$ cat src/rtl/ex_mem_skid_reg.sv
`default_nettype none
// ============================================================================
// Module   : ex_mem_skid_reg
// Purpose  : EX/MEM pipeline register with a one-entry skid buffer. MAIN
//            drives the MEM stage; SKID catches the one entry that was
//            already accepted when MEM stalls. ex_ready is a pure function
//            of the held state, so no combinational path links me_ready
//            to ex_ready.
// Ports    : clk, rst (sync, active-low), flush (sync kill of held entries)
//            ex_valid/ex_ready + ex_* fields  : upstream handshake/payload
//            me_valid/me_ready + me_* fields  : downstream handshake/payload
//            occupancy                        : entries held (0..2)
// Revision : 1.0 - initial release
// ============================================================================
module ex_mem_skid_reg #(
    parameter int XLEN   = 32,
    parameter int MAT_W  = 128,
    parameter int CTRL_W = 9
) (
    input  logic              clk,
    input  logic              rst,
    input  logic              flush,
    input  logic              ex_valid,
    output logic              ex_ready,
    input  logic [XLEN-1:0]   ex_regs_data2,
    input  logic [XLEN-1:0]   ex_alu_o,
    input  logic [MAT_W-1:0]  ex_matrix_o,
    input  logic [4:0]        ex_rd,
    input  logic [4:0]        ex_rs2,
    input  logic [CTRL_W-1:0] ex_ctrl,
    output logic              me_valid,
    input  logic              me_ready,
    output logic [XLEN-1:0]   me_regs_data2,
    output logic [XLEN-1:0]   me_alu_o,
    output logic [MAT_W-1:0]  me_matrix_o,
    output logic [4:0]        me_rd,
    output logic [4:0]        me_rs2,
    output logic [CTRL_W-1:0] me_ctrl,
    output logic [1:0]        occupancy
);

    // Entry packing: ctrl sits in the low bits so it can be cleared by slice.
    localparam int ENT_W = XLEN + XLEN + MAT_W + 5 + 5 + CTRL_W;

    typedef enum logic [1:0] {
        ST_EMPTY = 2'd0,
        ST_ONE   = 2'd1,
        ST_FULL  = 2'd2
    } state_t;

    state_t             state_q, state_d;
    logic [ENT_W-1:0]   main_q,  main_d;
    logic [ENT_W-1:0]   skid_q,  skid_d;
    logic               main_vld_q, main_vld_d;
    logic               skid_vld_q, skid_vld_d;

    logic [ENT_W-1:0]   w_ex_entry;
    logic [CTRL_W-1:0]  w_main_ctrl;
    logic               w_accept;
    logic               w_consume;

    assign w_ex_entry = {ex_regs_data2, ex_alu_o, ex_matrix_o, ex_rd, ex_rs2, ex_ctrl};

    // Handshakes. Both outputs are gated by rst so nothing is offered or
    // taken while reset is held, even before the first reset edge.
    assign ex_ready  = rst && (state_q != ST_FULL);
    assign me_valid  = rst && main_vld_q;
    assign w_accept  = ex_valid && ex_ready;
    assign w_consume = me_valid && me_ready;

    assign {me_regs_data2, me_alu_o, me_matrix_o, me_rd, me_rs2, w_main_ctrl} = main_q;

    // A bubble must never carry memory or write-back control, while the
    // data fields keep their last value to avoid needless toggling.
    assign me_ctrl   = me_valid ? w_main_ctrl : '0;
    assign occupancy = {1'b0, main_vld_q} + {1'b0, skid_vld_q};

    always_ff @(posedge clk) begin
        if (!rst) begin
            state_q    <= ST_EMPTY;
            main_q     <= '0;
            skid_q     <= '0;
            main_vld_q <= 1'b0;
            skid_vld_q <= 1'b0;
        end else begin
            state_q    <= state_d;
            main_q     <= main_d;
            skid_q     <= skid_d;
            main_vld_q <= main_vld_d;
            skid_vld_q <= skid_vld_d;
        end
    end

    always_comb begin
        state_d    = state_q;
        main_d     = main_q;
        skid_d     = skid_q;
        main_vld_d = main_vld_q;
        skid_vld_d = skid_vld_q;

        if (flush) begin
            // Kill wins over any simultaneous accept/consume; the offered
            // entry is dropped. Control is zeroed so stale ctrl can never
            // resurface, data is left as is.
            state_d                = ST_EMPTY;
            main_vld_d             = 1'b0;
            skid_vld_d             = 1'b0;
            main_d[CTRL_W-1:0]     = '0;
            skid_d[CTRL_W-1:0]     = '0;
        end else begin
            case (state_q)
                ST_EMPTY: begin
                    if (w_accept) begin
                        main_d     = w_ex_entry;
                        main_vld_d = 1'b1;
                        state_d    = ST_ONE;
                    end
                end
                ST_ONE: begin
                    if (w_accept && w_consume) begin
                        main_d = w_ex_entry;
                    end else if (w_accept) begin
                        // MEM stalled: park the new entry behind MAIN.
                        skid_d     = w_ex_entry;
                        skid_vld_d = 1'b1;
                        state_d    = ST_FULL;
                    end else if (w_consume) begin
                        main_vld_d = 1'b0;
                        state_d    = ST_EMPTY;
                    end
                end
                ST_FULL: begin
                    // ex_ready is low here, so only a consume can happen.
                    if (w_consume) begin
                        main_d     = skid_q;
                        skid_d     = '0;
                        skid_vld_d = 1'b0;
                        state_d    = ST_ONE;
                    end
                end
                default: begin
                    state_d    = ST_EMPTY;
                    main_vld_d = 1'b0;
                    skid_vld_d = 1'b0;
                end
            endcase
        end
    end

endmodule
`default_nettype wire

$ cat config.mk
export PLATFORM = sky130hd
export DESIGN_NAME = ex_mem_skid_reg
export DESIGN_NICKNAME = d
export VERILOG_FILES = /design/src/rtl/ex_mem_skid_reg.sv
export SDC_FILE = /design/constraint.sdc
export NUM_CORES = 1
export LEC_CHECK = 0
export BUFFER_PORTS_ARGS = -buffer_cell sky130_fd_sc_hd__buf_4
export CAP_MARGIN = 40
export CORE_UTILIZATION = 49
export DETAILED_ROUTE_END_ITERATION = 7
export GPL_TIMING_DRIVEN = 0
export HOLD_SLACK_MARGIN = 0.06
export PLACE_DENSITY = 0.77
export SYNTH_ARGS = -nofsm -noshare
export SYNTH_HDL_FRONTEND = slang
export SYNTH_SLANG_ARGS = --single-unit
$ cat constraint.sdc
create_clock -name clk -period 1.4 [get_ports clk]
set_input_delay 0.14 -clock clk [delete_from_list [all_inputs] [get_ports clk]]
set_output_delay 0.14 -clock clk [all_outputs]
set_load 0.005 [all_outputs]
## Word level (Yosys, flattened, before mapping)

Index checks and enable logic that the tools add are counted.

- Bits in registers: 426
- Latch bits: 0
- RAM bits: 0
- ROM bits: 0
- Bits of input ports: 216
- Output and inout port bits: 215
- Logic and storage cells: 60
- Memories: 0

- $add $sub $neg: 1
- $mul: 0
- Div/mod/pow operators: 0
- Order comparisons: 0
- Equality and inequality tests: 11
- Shift-type cells: 0
- Multiplexer cells: 21
- Bitwise logic cells: 4
- Reductions and logical operators: 16

Operators with widths:

| operator | count |
|---|---|
| 2-to-1 mux 211 bit | 5 |
| case mux 211 bit (3 select lines) | 1 |
| case mux 211 bit (2 select lines) | 1 |
| inequality test 2 bit, second input constant | 8 |
| AND reduction 4 bit | 4 |
| AND reduction 5 bit | 3 |
| 2-to-1 mux 2 bit | 5 |
| 2-to-1 mux 9 bit | 1 |
| case mux 1 bit (3 select lines) | 2 |
| case mux 2 bit (3 select lines) | 1 |
| logical AND 1 bit | 5 |
| 2-to-1 mux 1 bit | 5 |
| NOT 1 bit | 4 |
| inequality test 3 bit, second input constant | 1 |
| nonzero test 3 bit | 1 |
| adder 1 x 1 -> 2 bit | 1 |
| equality test 2 x 1 -> 1 bit, second input constant | 1 |
| equality test 2 bit, second input constant | 1 |
| zero test 2 bit | 1 |
| nonzero test 2 bit | 1 |
| OR reduction 2 bit | 1 |

## Longest topological paths before layout

- Depth in word-level cells: 6
- Mapped depth: 8
- Gate-level depth less buffers: 4

## Worst setup path after synthesis

No wires, ideal clock.

- Kind: register to register
- From: reg main_vld_q
- To: reg skid_q[130]
- Setup time: 130 ps
- Data arrival time: 1433 ps
- Required time: 1270 ps
- Slack: -163 ps
- Cell stages (with the launch flop): 7
- Buffers on the path: 2
- Period minus slack after synthesis: 1563 ps
- Path through: dfxtp_1 -> nand2_1 -> and3_1 -> nand2b_1 -> buf_2 -> clkbuf_1 -> o22ai_1

- Word-level cells in the longest chain between the ends: 5
- Elaborated cells on any way between the ends: 6
- Those cells by class: eq/ne (2); reduce/logical (4)

RTL lines:

| what | RTL line | RTL |
|---|---|---|
| start: declaration | 54 | `logic main_vld_q, main_vld_d;` |
| start signal: assignment | 89 | `main_vld_q <= main_vld_d;` |
| logical AND 1 bit * | 67 | `assign me_valid = rst && main_vld_q;` |
| logical AND 1 bit * | 69 | `assign w_consume = me_valid && me_ready;` |
| logical AND 1 bit | 120 | `if (w_accept && w_consume) begin` |
| inequality test 2 bit (no source line) | - |  |
| AND reduction 5 bit (no source line) * | - |  |
| end signal: assignment | 88 | `skid_q <= skid_d;` |
| end: declaration | 53 | `logic [ENT_W-1:0] skid_q, skid_d;` |

Every way passes the cells marked *; elsewhere a longest branch is shown, timed or not.
A chain may end at the register's enable or synchronous reset.

## Final worst setup path

- From: reg state_q[1]
- To: reg main_q[151]

- Word-level cells in the longest chain between the ends: 6
- Elaborated cells on any way between the ends: 13
- Those cells by class: eq/ne (6); mux (1); reduce/logical (6)

RTL lines:

| what | RTL line | RTL |
|---|---|---|
| start: declaration | 51 | `state_t state_q, state_d;` |
| start signal: assignment | 86 | `state_q <= state_d;` |
| inequality test 2 bit | 66 | `assign ex_ready = rst && (state_q != ST_FULL);` |
| logical AND 1 bit | 66 |  |
| logical AND 1 bit | 68 | `assign w_accept = ex_valid && ex_ready;` |
| logical AND 1 bit | 120 |  |
| inequality test 2 bit (no source line) | - |  |
| AND reduction 5 bit (no source line) | - |  |
| end signal: assignment | 87 | `main_q <= main_d;` |
| end: declaration | 52 | `logic [ENT_W-1:0] main_q, main_d;` |

Parallel ways exist; a longest one is shown, timed or not.

==> impl_metrics.tcl <==
set metrics [dict create \
    grt_max_degree 14 \
    dominantRegCellSynth "sky130_fd_sc_hd__dfxtp_1" \
    synth_top_cells_by_area "sky130_fd_sc_hd__dfxtp_1 (44%), sky130_fd_sc_hd__mux2i_1 (21%), sky130_fd_sc_hd__buf_4 (8.2%)" \
    route.detailed.drc 0 \
    antenna_found_initial 4 \
    slew_viol_final 0 \
    routabilityCongestion 0.871 \
    final.period_utilization 1.20 \
    synthAdderAreaFrac 0.000643 \
    cts-htree-levels 2 \
    worst_path_largest_cell_delay_ns 0.40 \
    hp-class "in -> reg" \
    synth_commonest_cells "sky130_fd_sc_hd__dfxtp_1 (426), sky130_fd_sc_hd__mux2i_1 (413), sky130_fd_sc_hd__nand2_1 (407), sky130_fd_sc_hd__nand3_1 (220), sky130_fd_sc_hd__buf_4 (212)" \
    starting_utilization_of_the_core_area 0.500 \
    dominant_cell_by_count_in_the_synthesized_netlist "sky130_fd_sc_hd__dfxtp_1" \
    clk_pin_slew_ns 0.06 \
    grt_setup_unrepaired "true" \
    synth_edf_count 0 \
    synth_warnings 0 \
    run_status "finished, violations left" \
    placement.io_buffers 429 \
    clkSinkCount 426 \
    drt-initial-drc-count 1632 \
    routed_via_density 5.76 \
    critPathKind "reg -> reg" \
    finalNetCount 3108 \
    max-clock-path-buffers 3 \
    timing.critical_path.required_ns 1.88 \
    power.density_nw_per_um2 958 \
    slew-limit-headroom 0.538 \
    synth.yosys.seq_area_share 0.438 \
    synth_nets 2343 \
    worst_slack_ns -0.278 \
    synth_async_sr_flop_share 0 \
    cp_cell_sequence "nand2b_4 > a21oi_4 > o21ai_4 > buf_8 > buf_4 > clkbuf_16 > mux2i_1" \
    synth.cell_area_um2 19500 \
    timing.max_cap.violations 0 \
    first_pass_grt_wire_length_um 103000 \
    floorplan.io_pins 431 \
    fill_cells 2193 \
    skew_ns 0.0124 \
    synthDominantAreaCellType "sky130_fd_sc_hd__dfxtp_1" \
    route.final.wire_length_um 75000 \
    fraction_of_layout_instances_using_a_drive_strength_above_1 0.374 \
    grt_pass1_vias 19100 \
    avg_synthesized_cell_area_um2 9.16 \
    non_filler_instance_count_after_layout 3441 \
    setup_total_negative_slack_ns -70.66 \
    setup.worst_path.start_class "flop" \
    crit_path_top_delay_cell "sky130_fd_sc_hd__dfxtp_4" \
    fin_crit_ns 1.68 \
    yosys_top_cell_area_share 0.438 \
    post_synth_simple_gate_area 0.147 \
    fp.dieH_um 201 \
    worst-endpoint-arrival_ns 2.15 \
    fmax_mhz 596 \
    area.growth.synth_to_final_pct 56.6 \
    synth_mux_area_frac 0.213 \
    via_count 19800 \
    synth_xor_xnor_area_share 0 \
    grt_remaining_overflow 0 \
    drt_first_pass_iters 8 \
    power_leakage_nw 15.2 \
    synth.distinct_cells 28 \
    cp_num_buf_inv 3 \
    die_area_um2 40500 \
    synth_top_family_by_area "multiplexers" \
    cp_capture_type "flop" \
    postRouteAntennaNets 0 \
    dp_hpwl_um 41300 \
    wire_per_inst_um 21.8 \
    clk_latency_ns 0.58 \
    hold_viol 0 \
    placementRows 72 \
    fp.coreArea_um2 38900 \
    syn_inst 2126 \
    globalRouteTotalUtil 0.314 \
    report.power.total_mw 29.2 \
    violations "negative setup slack" \
    floorplan.die.width_um 201 \
    synth-seq-cells 426 \
    final-setup-viol-count 426 \
    tritoncts_buffer_count 44 \
    ir_worst_vdd_mv 0.970 \
    compound_gate_fraction_of_synth_area 0.0746 \
    post_placement_cell_count 3076 \
    cts_tree "done" \
    cp_max_fo 7 \
    clock_tree.root_cell "sky130_fd_sc_hd__clkbuf_16" \
    worst_path_dominant_cell_family "buffers and inverters" \
    timing_worst_slew_pin_value_ns 0.694 \
]
placed cells by master (no fill, tap or decap), drive strengths merged, types with 2 or more instances in the layout:
cell | synthesis | layout
nor3 | 10 | 10
a211oi | 9 | 9
nand3b | 2 | 2
clkbuf | 102 | 169
diode | 0 | 4
clkinv | 0 | 9
nor2b | 3 | 3
dlygate4sd3 | 0 | 216
and2 | 2 | 2
o21ai | 2 | 2
dfxtp | 426 | 426
and3 | 11 | 11
nor2 | 2 | 2
nand2 | 407 | 407
nand3 | 222 | 222
buf | 290 | 787
mux2i | 413 | 413
o22ai | 202 | 202
a21oi | 14 | 14
nand2b | 4 | 4
stage by stage:
| stage | worst slack [ns] | hold slack [ns] | utilization | instance area [µm²] |
|---|---|---|---|---|
| after floorplan | -0.109 | 0.288 | - | 19600 |
| after global placement | -0.922 | 0.413 | 0.602 | 23400 |
| after detailed placement | -0.649 | 0.420 | 0.603 | 23500 |
| after CTS | -0.194 | 0.0521 | 0.735 | 28600 |
| after global routing | -0.325 | 0.133 | 0.783 | 30500 |
| final | -0.278 | 0.106 | 0.783 | 30500 |
sequential cells by signal, summed over array words and instances, names as in the netlist:
register / flops
main_q: 211
main_vld_q: 1
skid_q: 211
skid_vld_q: 1
state_q: 2
worst register-to-register path: stages, from the launching register on:
cell	delay, ns
sky130_fd_sc_hd__dfxtp_4	0.40
sky130_fd_sc_hd__nand2b_4	0.17
sky130_fd_sc_hd__a21oi_4	0.08
sky130_fd_sc_hd__o21ai_4	0.18
sky130_fd_sc_hd__buf_8	0.16
sky130_fd_sc_hd__buf_4	0.17
sky130_fd_sc_hd__clkbuf_16	0.17
sky130_fd_sc_hd__mux2i_1	0.26
timing repair:
item | 4_1_cts | 5_1_grt
hold buffers | 217 | 0
resized for setup | 247 | 313
pin swaps | 6 | 10
endpoints found under the setup margin | 437 | 440
setup buffers | 33 | 13
hold endpoints to repair | 425 | 0
gates cloned | 19 | 23
path summary, 6_finish.rpt:
check | start | end | slack (ns) | depth (start not counted)
hold reg to reg | main_q[192]$_SDFFE_PN0P_ | main_q[192]$_SDFFE_PN0P_ | 0.46 | 2
hold / removal | rst | state_q[0]$_SDFFE_PP0P_ | 0.11 | 4
setup / recovery | state_q[1]$_SDFFE_PP0P_ | main_q[151]$_SDFFE_PN0P_ | -0.28 | 7
setup reg to reg | state_q[1]$_SDFFE_PP0P_ | main_q[151]$_SDFFE_PN0P_ | -0.28 | 7
kinds of logic (layout without fill, tap and decap cells):
kind of cell,Yosys count,count (layout)
flops,426,426
simple gates,664,664
buf+inv,392,1185
other cells,0,4
fa+ha+maj,1,1
mux,414,414
compound gates,229,229
per-layer routing:
metal,track usage,part of all wire
met1,0.365,0.37
met2,0.547,0.49
met3,0.0528,0.069
met4,0.174,0.061
met5,0,0
final cells by class:
cell class | count | area, µm² | share of cell area
well taps | 518 | 648 | 0.0213
diodes | 4 | 10.0 | 0.000328
clock inverters | 11 | 68.8 | 0.00226
repair buffers | 726 | 6860 | 0.225
multi-input cells | 1308 | 9800 | 0.321
plain buffers | 385 | 3290 | 0.108
flip-flops and latches | 426 | 8540 | 0.280
clock buffers | 63 | 1270 | 0.0418
power by group:
group / switching (mW) / internal [mW] / leakage (nW)
clock network: 5.09 / 6.31 / 0.664
registers: 0.290 / 12.6 / 3.47
logic: 2.20 / 2.74 / 11.0
total: 7.57 / 21.6 / 15.2
Note: power is estimated with default switching activity, not from simulation.
